===== src/rtl/seg_scan_mux.sv =====
// seg_scan_mux: time-multiplexed driver for an 8-digit seven-segment display.
//
// The 64-bit segment bundle and 8-bit blank mask are copied into a shadow
// register only at frame boundaries (and on the first cycle after reset), so a
// displayed frame never mixes old and new data. One digit is then driven per
// DIV-cycle slot, with the first DEAD cycles of every slot dark.
//
// Ports:
//   clk      system clock
//   rst      asynchronous active-high reset
//   seg_i    per-digit segment patterns, digit k = seg_i[8k+7:8k], 1 = lit
//   blank_i  per-digit blank mask, 1 = digit dark
//   hold_i   1 = skip the frame-boundary capture (shadow frozen)
//   D        one-hot digit select, physical polarity per SEL_ACTIVE_LOW
//   o        segment pattern of the selected digit, polarity per SEG_ACTIVE_LOW
//   frame_o  one-cycle pulse, one cycle after each capture point

// Per-digit lane: decides whether digit K owns the pins this cycle and
// forwards its gated segment byte.
//   idx      current digit index
//   slot_on  past the dead time of the current slot
//   blank    shadowed blank bit of this digit
//   seg      shadowed segment byte of this digit
//   sel      this digit is lit
//   seg_o    segment byte if lit, else zero
module seg_scan_lane #(
  parameter int K = 0
) (
  input  logic [2:0] idx,
  input  logic       slot_on,
  input  logic       blank,
  input  logic [7:0] seg,
  output logic       sel,
  output logic [7:0] seg_o
);
  assign sel   = slot_on & (idx == 3'(K)) & ~blank;
  assign seg_o = sel ? seg : 8'h00;
endmodule

module seg_scan_mux #(
  parameter int DIV            = 50000,
  parameter int DEAD           = 2,
  parameter bit SEL_ACTIVE_LOW = 1'b0,
  parameter bit SEG_ACTIVE_LOW = 1'b0
) (
  input  logic        clk,
  input  logic        rst,
  input  logic [63:0] seg_i,
  input  logic [7:0]  blank_i,
  input  logic        hold_i,
  output logic [7:0]  D,
  output logic [7:0]  o,
  output logic        frame_o
);
  localparam int NUM_DIG = 8;
  localparam int CW      = (DIV > 2) ? $clog2(DIV) : 1;
  localparam logic [7:0] SEL_INV = SEL_ACTIVE_LOW ? 8'hFF : 8'h00;
  localparam logic [7:0] SEG_INV = SEG_ACTIVE_LOW ? 8'hFF : 8'h00;

  logic [CW-1:0]              cnt;
  logic [2:0]                 idx;
  logic                       first;
  logic [NUM_DIG-1:0][7:0]    shadow_seg;
  logic [NUM_DIG-1:0]         shadow_blank;

  logic                       tick, cap, slot_on;
  logic [NUM_DIG-1:0]         lane_sel;
  logic [NUM_DIG-1:0][7:0]    lane_seg;
  logic [7:0]                 seg_or;

  assign tick = (cnt == CW'(DIV - 1));
  // Capture on the very first cycle after reset so digit 0 already shows
  // live data, then once per frame at the 7 -> 0 wrap.
  assign cap  = first | (tick & (idx == 3'd7));

  generate
    if (DEAD == 0) begin : g_nodead
      assign slot_on = 1'b1;
    end else begin : g_dead
      assign slot_on = (cnt >= CW'(DEAD));
    end
  endgenerate

  genvar k;
  generate
    for (k = 0; k < NUM_DIG; k++) begin : g_lane
      seg_scan_lane #(.K(k)) u_lane (
        .idx     (idx),
        .slot_on (slot_on),
        .blank   (shadow_blank[k]),
        .seg     (shadow_seg[k]),
        .sel     (lane_sel[k]),
        .seg_o   (lane_seg[k])
      );
    end
  endgenerate

  // At most one lane is selected, so OR-ing the gated bytes is a mux.
  always_comb begin
    seg_or = 8'h00;
    for (int i = 0; i < NUM_DIG; i++) seg_or = seg_or | lane_seg[i];
  end

  always_ff @(posedge clk or posedge rst) begin
    if (rst) begin
      cnt          <= '0;
      idx          <= 3'd0;
      first        <= 1'b1;
      shadow_seg   <= '0;
      shadow_blank <= '1;
      frame_o      <= 1'b0;
      D            <= SEL_INV;
      o            <= SEG_INV;
    end else begin
      first   <= 1'b0;
      frame_o <= cap;
      if (tick) begin
        cnt <= '0;
        idx <= idx + 3'd1;
      end else begin
        cnt <= cnt + CW'(1);
      end
      if (cap && !hold_i) begin
        shadow_seg   <= seg_i;
        shadow_blank <= blank_i;
      end
      D <= lane_sel ^ SEL_INV;
      o <= seg_or ^ SEG_INV;
    end
  end
endmodule


===== config.mk =====
export PLATFORM = sky130hd
export DESIGN_NAME = seg_scan_mux
export DESIGN_NICKNAME = d
export VERILOG_FILES = /design/src/rtl/seg_scan_mux.sv
export SDC_FILE = /design/constraint.sdc
export NUM_CORES = 1
export LEC_CHECK = 0
export BUFFER_PORTS_ARGS = -buffer_cell sky130_fd_sc_hd__buf_2
export CAP_MARGIN = 5
export CORE_ASPECT_RATIO = 1.75
export CORE_UTILIZATION = 50
export CTS_CLUSTER_DIAMETER = 200
export DETAILED_ROUTE_END_ITERATION = 8
export PLACE_DENSITY_LB_ADDON = 0.2
export SKIP_CTS_REPAIR_TIMING = 1
export SYNTH_ARGS = -nofsm -noshare
export SYNTH_HDL_FRONTEND = slang
export SYNTH_SLANG_ARGS = --single-unit

===== constraint.sdc =====
create_clock -name clk -period 3.7 [get_ports clk]
set_clock_uncertainty 0.15 [all_clocks]
set_input_delay 0.37 -clock clk [delete_from_list [all_inputs] [get_ports clk]]
set_output_delay 0.37 -clock clk [all_outputs]
set_load 0.01 [all_outputs]

==> impl_metrics.tcl <==
set metrics [dict create \
    synth_top_area_cell "dfrtp_1" \
    fin_setup_tns_ns 0 \
    startpoint "cnt[12]" \
    yosysUniqueCellTypes 38 \
    status "complete, no violations" \
    nets 527 \
    gp_congestion 0.762 \
    dr.pass1.iters 6 \
    clock_latency_ns 0.35 \
    synth_top_area_share_pct 53.2 \
    p_leak_nw 2.57 \
    avgSynthCellArea_um2 13.3 \
    yosysSeqAreaShare_pct 58.2 \
    core_area_um2 9090 \
    clockBufferDepth 2 \
    syn-instance-count 355 \
    route.detailed.drc 0 \
    critical_path_arrival_ns 2.96 \
    synth_area_leaders "dfrtp_1 53%, mux2_2 16%, dfstp_2 5.0%" \
    fin_util_pct 60.8 \
    finalCriticalPeriod_ns 2.88 \
    cts_tree "built" \
    synth_warnings 0 \
    crit_required_ns 3.78 \
    r2r-start "cnt[12]" \
    track_usage_pct 22.0 \
    grt_max_degree 70 \
    grt_setup_unrepaired "no" \
    first_iter_violations 175 \
    grt_pass1_vias 3165 \
    fill_cells 803 \
    placed_cells 553 \
    seqCellArea_um2 2740 \
    synth-edff-count 0 \
    drive_gt1_share_pct 42.8 \
    path_cells "or4_4, or4_4, o31ai_4, buf_4, mux2_2" \
    crit_slowest_cell "or4_4" \
    cts-root-buf "clkbuf_16" \
    drtAntennaViolNets 0 \
    antenna_found_initial 0 \
    hpwl_um 7250 \
    final_common_cell "dfrtp_1" \
    worst_pin_slew_ns 0.846 \
    cap_violations 0 \
    powerDensity_nw_per_um2 466 \
    wl_um 10100 \
    die_w_um 75.3 \
    total_power_mw 2.58 \
    final_area_um2 5530 \
    placed_cell_area_um2 5250 \
    pin_count 92 \
    worst_path_most_repeated_cell "or4_4" \
    ys.flop_type "dfrtp_1" \
    ir_worst_vdd_uv 282 \
    cp_max_fo 45 \
    critPathTopFamily "simple AND/OR/NAND/NOR gates" \
    multi_input_area_um2 1760 \
    setup_viol 0 \
    grt_pass1_wl_um 15400 \
    synthesis.nets 438 \
    path_buf_inv 1 \
    cpPeakStageDelay_ns 0.56 \
    diodes 0 \
    maxSlewViolCount 0 \
    die_area_um2 9820 \
    grt_overflow 0 \
    wl_per_cell_um 17.7 \
    fin_cells 569 \
    viasPerCell 5.49 \
    fmax_mhz 348 \
    route.vias.total 3121 \
    relSlewSlack_pct 43.6 \
    fin_crit_sh_pct 77.7 \
    final_cell_mix "100 x dfrtp_1, 91 x buf_2, 66 x mux2_2" \
    area_delta_synth_final_pct 17.5 \
    crit_type "flip-flop to flip-flop" \
    die_h_um 130 \
    htreeDepth 3 \
    timing.critical_path.from_type "flip-flop" \
    synth_area_um2 4710 \
    worstHoldPathType "input port to async pin" \
    synthArstFlopShare_pct 100 \
    cts_sinks 109 \
    numCtsBuffers 9 \
    start_util_pct 51.7 \
    end_kind "flip-flop" \
    clkTransAtPathRegs_ns 0.07 \
    hold_violations 0 \
    portBuffers 91 \
    ys_ff_latch 109 \
    rows 46 \
]
## final cells by class
type	instances	area share (%)
Clock inverter	5	0.656
Inverter	24	1.67
Sequential cell	109	49.5
Clock buffer	11	4.39
Multi-Input combinational cell	203	31.8
Timing Repair Buffer	97	9.27
Tap cell	120	2.71
## worst paths after layout
path | to | slack [ns] | cells after the start
min reg2reg | cnt[0] | 0.33 | 1
max in group asynchronous | shadow_blank[7] | 2.57 | 3
max | shadow_seg[4] | 0.82 | 5
max reg2reg | shadow_seg[4] | 0.82 | 5
min | cnt[0] | 0.05 | 2
min in group clk | shadow_seg[22] | 0.10 | 2
## cells in the mapped netlist, types with 2 or more instances
library cell / n
xnor2_1: 7
ha_1: 8
dfrtp_1: 100
a222oi_1: 8
xor2_1: 7
mux2_2: 66
or4_4: 2
nor2b_1: 5
nor4_1: 3
nand3_1: 7
and2_1: 2
nor3b_1: 2
inv_1: 24
nor3_1: 5
o32ai_1: 8
clkbuf_1: 11
buf_6: 7
nor2_1: 15
nand4_1: 6
and3_1: 4
nand2b_1: 2
mux2_1: 6
dfstp_2: 9
a22oi_1: 15
nand2_1: 6
a31oi_1: 8
## registers in the layout, indices dropped and copies added (netlist names)
signal,count
cnt,16
idx,3
first,1
shadow_seg,64
D,8
frame_o,1
o,8
shadow_blank,8
## per-stage QoR
step	setup slack (ns)	hold WS, ns
finish	0.823	0.0545
global route	0.726	0.0936
CTS	0.815	0.0722
detailed placement	0.829	0.325
global placement	0.854	0.316
floorplan	0.321	0.297
## power breakdown
group	internal (mW)	total [mW]	switching, mW
logic	0.160	0.277	0.118
clock network	0.475	0.897	0.422
registers	1.33	1.40	0.0705
## kinds of logic after synthesis
logic type	synth area share, %
AO/OA/AOI/OAI	7.84
buffers and inverters	4.55
other	0.0797
flip-flops	58.2
AND/OR/NAND/NOR	7.15
multiplexers	17.4
adder cells (fa/ha/maj)	2.13
XOR/XNOR	2.61
## routing by layer
metal  GRT usage (%)  wire length, um  share of wire [%]  vias up
met5               0                0                  0        -
met3            4.40              414                4.1       26
li1                -                -                  -     1446
met4            11.1              341                3.4        0
met1            24.2             3720                 37     1565
met2            39.0             5590                 56       84
(Power assumes the default switching activity.)
